**config.mk**
```make
export PLATFORM = sky130hd
export DESIGN_NAME = local_field_accumulator
export DESIGN_NICKNAME = d
export VERILOG_FILES = /design/src/rtl/local_field_accumulator.sv
export SDC_FILE = /design/constraint.sdc
export NUM_CORES = 1
export LEC_CHECK = 0
export ABC_CLOCK_PERIOD_IN_PS = 5930
export CAP_MARGIN = 10
export CORE_MARGIN = 3
export CORE_UTILIZATION = 35
export CTS_CLUSTER_SIZE = 16
export DETAILED_ROUTE_END_ITERATION = 8
export GPL_ROUTABILITY_DRIVEN = 0
export HOLD_SLACK_MARGIN = 0.03
export SETUP_SLACK_MARGIN = 0.3
export SYNTH_ARGS = -nofsm -noshare
export SYNTH_HDL_FRONTEND = slang
export SYNTH_SLANG_ARGS = --single-unit
```
**constraint.sdc**
```tcl
create_clock -name clk -period 5.93 [get_ports clk]
set_clock_uncertainty 0.05 [all_clocks]
set_input_delay 1.779 -clock clk [delete_from_list [all_inputs] [get_ports clk]]
set_output_delay 1.779 -clock clk [all_outputs]
set_load 0.02 [all_outputs]
```
**src/rtl/local_field_accumulator.sv**
```systemverilog
// -----------------------------------------------------------------------------
// local_field_accumulator
//
// Purpose:
//   Computes the local field of one p-bit row in the time-multiplexed p-bit
//   core. For a requested row it triggers the CSR weight/bias loader, consumes
//   the streamed (value, index) weight beats, and forms
//       I = h + sum(value * m[index]),   m[index] in {-1,+1}
//   against a snapshot of the spin vector taken when the row was accepted.
//   It then hands I to the p-bit update stage and releases the loader.
//
// Build option:
//   FIELD_SAT_EN - when defined, the accumulator is saturated into the signed
//                  FIELD_WIDTH output range; when undefined it is truncated
//                  (two's complement wrap-around).
//
// Ports:
//   clk, reset_n   - clock, synchronous active-low reset
//   start, row_sel - request a field computation for row row_sel
//   m              - spin state vector (1 = +1, 0 = -1)
//   busy           - high from the accepted start through the compute_done cycle
//   start_load     - one-cycle pulse asking the loader for current_row
//   current_row    - row presented to the loader
//   data_valid     - loader beat strobe, with value/index
//   h              - signed bias, stable from load_done onward
//   row_length     - beat count the loader promises
//   load_done      - loader finished; held high until compute_done
//   compute_done   - one-cycle pulse releasing the loader
//   field          - signed local field, held until the next field_valid
//   field_row      - row that field belongs to
//   field_valid    - one-cycle pulse qualifying field/field_row
//   err            - sticky error flag (bad row, bad index, beat count mismatch)
// -----------------------------------------------------------------------------
module local_field_accumulator #(
    parameter int NUM_PBITS   = 16,
    parameter int VAL_WIDTH   = 8,
    parameter int INDEX_WIDTH = 5,
    parameter int H_WIDTH     = 8,
    parameter int ACC_WIDTH   = 16,
    parameter int FIELD_WIDTH = 12
) (
    input  logic                                 clk,
    input  logic                                 reset_n,
    input  logic                                 start,
    input  logic [$clog2(NUM_PBITS+1)-1:0]       row_sel,
    input  logic [NUM_PBITS-1:0]                 m,
    output logic                                 busy,
    output logic                                 start_load,
    output logic [$clog2(NUM_PBITS+1)-1:0]       current_row,
    input  logic                                 data_valid,
    input  logic signed [VAL_WIDTH-1:0]          value,
    input  logic [INDEX_WIDTH-1:0]               index,
    input  logic signed [H_WIDTH-1:0]            h,
    input  logic [4:0]                           row_length,
    input  logic                                 load_done,
    output logic                                 compute_done,
    output logic signed [FIELD_WIDTH-1:0]        field,
    output logic [$clog2(NUM_PBITS+1)-1:0]       field_row,
    output logic                                 field_valid,
    output logic                                 err
);

    // Bits needed to address one spin inside the snapshot.
    localparam int SNAP_IW = $clog2(NUM_PBITS);

    typedef enum logic [2:0] {
        S_IDLE,
        S_REQ,
        S_ACCUM,
        S_FINAL,
        S_OUT
    } state_t;

    state_t                  r_state;
    state_t                  w_next_state;

    logic [NUM_PBITS-1:0]    r_snap;      // spin vector frozen at row accept
    logic [ACC_WIDTH-1:0]    r_acc;
    logic [5:0]              r_beats;     // one spare bit above row_length

    logic                    w_accept;
    logic                    w_bad_row;
    logic                    w_row_ok;
    logic                    w_idx_ok;
    logic                    w_snap_bit;
    logic [ACC_WIDTH-1:0]    w_value_ext;
    logic [ACC_WIDTH-1:0]    w_h_ext;
    logic [ACC_WIDTH-1:0]    w_beat_sum;
    logic [ACC_WIDTH-1:0]    w_acc_h;
    logic [FIELD_WIDTH-1:0]  w_field_next;

    // ------------------------------------------------------------------------
    // Combinational helpers
    // ------------------------------------------------------------------------
    assign w_row_ok    = 32'(row_sel) < NUM_PBITS;
    assign w_idx_ok    = 32'(index) < NUM_PBITS;
    // Only meaningful when w_idx_ok; out-of-range beats never touch r_acc.
    assign w_snap_bit  = r_snap[index[SNAP_IW-1:0]];

    assign w_value_ext = {{(ACC_WIDTH-VAL_WIDTH){value[VAL_WIDTH-1]}}, value};
    assign w_h_ext     = {{(ACC_WIDTH-H_WIDTH){h[H_WIDTH-1]}}, h};

    // Spin +1 adds the weight, spin -1 subtracts it.
    assign w_beat_sum  = w_snap_bit ? (r_acc + w_value_ext) : (r_acc - w_value_ext);
    assign w_acc_h     = r_acc + w_h_ext;

    // Narrowing of the final sum into the output field width.
    always_comb begin
        w_field_next = w_acc_h[FIELD_WIDTH-1:0];
`ifdef FIELD_SAT_EN
        // In range only if every bit from the field sign upward equals the
        // accumulator sign; otherwise clamp to the nearest extreme.
        if (w_acc_h[ACC_WIDTH-1:FIELD_WIDTH-1] !=
            {(ACC_WIDTH-FIELD_WIDTH+1){w_acc_h[ACC_WIDTH-1]}}) begin
            w_field_next = w_acc_h[ACC_WIDTH-1] ? {1'b1, {(FIELD_WIDTH-1){1'b0}}}
                                                : {1'b0, {(FIELD_WIDTH-1){1'b1}}};
        end
`else
        w_field_next = w_acc_h[FIELD_WIDTH-1:0];
`endif
    end

    // ------------------------------------------------------------------------
    // FSM state register
    // ------------------------------------------------------------------------
    // NOTE: state and datapath registers use non-blocking assignments so every
    // flop samples the pre-edge values, independent of block ordering.
    always_ff @(posedge clk) begin
        if (!reset_n) begin
            r_state <= S_IDLE;
        end else begin
            r_state <= w_next_state;
        end
    end

    // ------------------------------------------------------------------------
    // FSM next-state and output decode
    // ------------------------------------------------------------------------
    // NOTE: every signal written here gets a default first, so no path through
    // the case statement can leave one unassigned and infer a latch.
    always_comb begin
        w_next_state = r_state;
        w_accept     = 1'b0;
        w_bad_row    = 1'b0;
        busy         = 1'b1;
        start_load   = 1'b0;
        compute_done = 1'b0;
        field_valid  = 1'b0;

        case (r_state)
            S_IDLE: begin
                busy = 1'b0;
                if (start) begin
                    if (w_row_ok) begin
                        w_accept     = 1'b1;
                        w_next_state = S_REQ;
                    end else begin
                        w_bad_row    = 1'b1;
                    end
                end
            end
            S_REQ: begin
                start_load   = 1'b1;
                w_next_state = S_ACCUM;
            end
            S_ACCUM: begin
                // A beat arriving with load_done is still accumulated by the
                // datapath before the state moves on.
                if (load_done) begin
                    w_next_state = S_FINAL;
                end
            end
            S_FINAL: begin
                w_next_state = S_OUT;
            end
            S_OUT: begin
                compute_done = 1'b1;
                field_valid  = 1'b1;
                w_next_state = S_IDLE;
            end
            default: begin
                busy         = 1'b0;
                w_next_state = S_IDLE;
            end
        endcase
    end

    // ------------------------------------------------------------------------
    // Datapath: snapshot, accumulator, beat counter, result and error flag
    // ------------------------------------------------------------------------
    always_ff @(posedge clk) begin
        if (!reset_n) begin
            r_snap      <= '0;
            r_acc       <= '0;
            r_beats     <= '0;
            current_row <= '0;
            field       <= '0;
            field_row   <= '0;
            err         <= 1'b0;
        end else begin
            if (w_accept) begin
                current_row <= row_sel;
                r_snap      <= m;
                r_acc       <= '0;
                r_beats     <= '0;
            end

            if (w_bad_row) begin
                err <= 1'b1;
            end

            if (r_state == S_ACCUM && data_valid) begin
                // Dropped beats still count toward the row_length check.
                r_beats <= r_beats + 6'd1;
                if (w_idx_ok) begin
                    r_acc <= w_beat_sum;
                end else begin
                    err   <= 1'b1;
                end
            end

            // The bias is added and the narrowed result registered on the
            // FINAL edge, so field/field_row are already stable while OUT
            // pulses field_valid.
            if (r_state == S_FINAL) begin
                r_acc     <= w_acc_h;
                field     <= w_field_next;
                field_row <= current_row;
                if (r_beats != {1'b0, row_length}) begin
                    err <= 1'b1;
                end
            end
        end
    end

endmodule
```
==> flow_metrics.py <==
metrics = {
    "sta": {
        "hold_violations": 0,
        "worst_pin_slew_ns": 1.03,
        "fin_crit_sh": 0.902,
        "fmax_mhz": 187,
        "slew_viol_final": 0,
        "setup_tns_ns": 0,
        "post-route-min-period_ns": 5.35,
        "setup_viol": 0,
        "whs_ns": 0.401,
        "rsz0062_at_grt": "no",
        "slew-limit-headroom": 0.315,
    },
    "cts": {
        "path_clk_slew_ns": 0.07,
        "clk_latency_ns": 0.34,
        "cts_buffers": 9,
        "cts_tree": "built",
        "root_buffer": "clkbuf_8",
        "cts_hold_buf": 0,
        "ctsLongestPathBuffers": 2,
        "cts.sinks": 60,
        "ctsResizeCount": 0,
        "post_cts_buffers": 0,
        "htreeDepth": 3,
    },
    "detailed_routing": {
        "routed_wirelength_um": 9750,
        "via_per_inst": 5.14,
        "drc": 0,
        "dr.pass1.iters": 4,
        "vias": 3390,
        "drtAntennaViolNets": 0,
        "routedWlPerCell_um": 14.8,
        "first_iter_violations": 158,
    },
    "worst_setup_path": {
        "worst_ep_required_time_ns": 6.09,
        "critPathSlowestCell": "mux4_1",
        "cp_common_cell": "xnor2_1",
        "slowest_delay_ns": 0.58,
        "crit_chain": "clkdlybuf4s50_1, mux4_1, mux4_2, nor2_1, xnor2_1, ha_1, o21a_1, a2111oi_2, o21bai_1, a311oi_2, xnor2_1, a221oi_1, nor3_2",
        "path_delay_family": "compound AO/OA/AOI/OAI gates",
        "critPathKind": "input pin to flop",
        "critPathMaxFanout": 4,
        "crit_arrival_ns": 5.51,
        "critPathLaunchType": "input pin",
        "crit_buf_inv": 1,
        "cp-end-kind": "flop",
        "reg2reg_slack_ns": 2.27,
    },
    "logic_synthesis": {
        "synth-edff-count": 0,
        "yosys-mux-area-fraction": 0.0533,
        "syn_inst": 442,
        "syn_nets": 520,
        "syn-cell-area_um2": 3590,
        "synthSimpleGateAreaFrac": 0.195,
        "ys_warn_count": 0,
        "synth_top_family_by_area": "compound AO/OA/AOI/OAI gates",
        "ys_ff_latch": 60,
        "async_flop_share": 0,
        "synth_cell_type_count": 53,
        "synth_xor_area_frac": 0.0633,
        "synthAdderAreaFrac": 0.0947,
        "synth_compound_area_frac": 0.219,
        "ys_seq_area_frac": 0.334,
        "dominantRegCellSynth": "dfxtp_1",
        "avgSynthCellArea_um2": 8.13,
    },
    "global_route": {
        "grt-ovfl-total": 0,
        "grt_pass1_vias": 3331,
        "grt_max_degree": 37,
        "grt_first_pass_wirelength_um": 15900,
        "antenna_found_initial": 0,
        "grtUsageTotal": 0.172,
    },
    "die": {
        "die_area_um2": 11500,
        "fp.dieW_um": 107,
        "die_h_um": 107,
        "io_pins": 79,
        "start_util": 0.364,
        "placementRows": 36,
        "core_area_um2": 9860,
    },
    "layout": {
        "nets": 599,
        "layout-drive-gt1-share": 0.0703,
        "n_antenna_cell": 0,
        "syn_to_final_growth_pct": 32.8,
        "fin_area_um2": 4770,
    },
    "outcome": {
        "status": "completed",
    },
    "power": {
        "ir_drop_mv": 0.101,
        "p_per_area_nw_per_um2": 219,
        "leakage_nw": 1.90,
    },
    "flow_run": {
        "max-cap-violations": 0,
    },
    "placed_design": {
        "io_buffers": 78,
        "place_area_um2": 4540,
        "hpwl_um": 7260,
    },
    "worst_hold_path": {
        "min_path_type": "flop to flop",
    },
}
## routing by layer
layer	global-route usage	share of wire	vias to the layer above	wire [um]
met2	0.279	0.46	78	4480
met4	0.0541	0.013	0	125
met3	0.0312	0.041	10	402
met5	0	0	-	0
met1	0.233	0.49	1572	4740
li1	-	-	1730	-
## through the flow
| step | setup slack (ns) | instances | util | power [mW] |
|---|---|---|---|---|
| after global routing | 0.336 | 659 | 0.484 | 1.10 |
| after detailed placement | -0.00985 | 643 | 0.460 | 0.639 |
| after global placement | 0.0850 | 643 | 0.460 | 0.636 |
| after floorplan | 0.711 | 442 | - | 0.555 |
| after CTS | 0.344 | 659 | 0.483 | 1.05 |
| final | 0.578 | 659 | 0.484 | 1.05 |
## worst reg2reg max path: cells and delay by family (launching register included)
kind                     cells  cell delay [ns]
AO/OA/AOI/OAI                5             1.40
XOR/XNOR                     2             0.24
adder cells (fa/ha/maj)      1             0.26
flip-flops                   1             0.32
multiplexers                 2             1.06
AND/OR/NAND/NOR              2             0.20
## worst paths after layout
kind                            cells past startpoint   endpoint      start
worst min register to register                      2  r_snap[8]  r_snap[8]
worst max-delay path                               13  r_acc[11]   index[2]
worst max register to register                     12  r_acc[11]  r_snap[7]
worst min-delay path                                2  r_snap[8]  r_snap[8]
## layout make-up
cell class                      instances  area (um^2)
Fill cell                             948         5090
Multi-Input combinational cell        347         2260
Inverter                               14         52.6
Clock buffer                           10          138
Timing Repair Buffer                   89          866
Tap cell                              133          166
Sequential cell                        60         1200
Clock inverter                          6         87.6
## layout by cell type, fill, tap and decap left out, types with 11 or more instances in the layout
cell | netlist | final
a21oi_1 | 62 | 62
buf_4 | 3 | 11
clkdlybuf4s50_1 | 0 | 77
dfxtp_1 | 60 | 60
ha_1 | 24 | 24
inv_1 | 13 | 13
nand2_1 | 87 | 87
nor2_1 | 31 | 31
o21ai_0 | 12 | 12
xnor2_1 | 19 | 19
## flip-flops by register name (all words and copies together) (netlist names)
name,flops
err,1
r_beats,6
field,12
r_state,3
r_acc,12
current_row,5
r_snap,16
field_row,5
## logic make-up (layout without fill, tap and decap cells)
family / after synthesis / count (layout)
adder cells (fa/ha/maj): 26 / 26
flip-flops: 60 / 60
AND/OR/NAND/NOR: 160 / 160
buffers and inverters: 35 / 119
multiplexers: 10 / 10
AO/OA/AOI/OAI: 125 / 125
XOR/XNOR: 26 / 26
## report_power, final
group          switching [mW]  leakage [nW]  internal [mW]
logic                   0.102          1.31          0.103
registers              0.0100         0.486          0.415
clock network           0.169         0.105          0.247
## cells in the mapped netlist (all sizes together), types with 6 or more instances
cell / instances / share of area
inv: 13 / 0.014
nor3: 9 / 0.014
a21oi: 62 / 0.086
nor2: 31 / 0.032
clkbuf: 17 / 0.018
ha: 24 / 0.084
xor2: 7 / 0.017
o21ai: 12 / 0.017
dfxtp: 60 / 0.33
xnor2: 19 / 0.046
a221oi: 6 / 0.015
a21o: 6 / 0.013
nand2: 87 / 0.091
o21a: 9 / 0.019
a211oi: 6 / 0.013
Note: power is estimated with default switching activity, not from simulation.
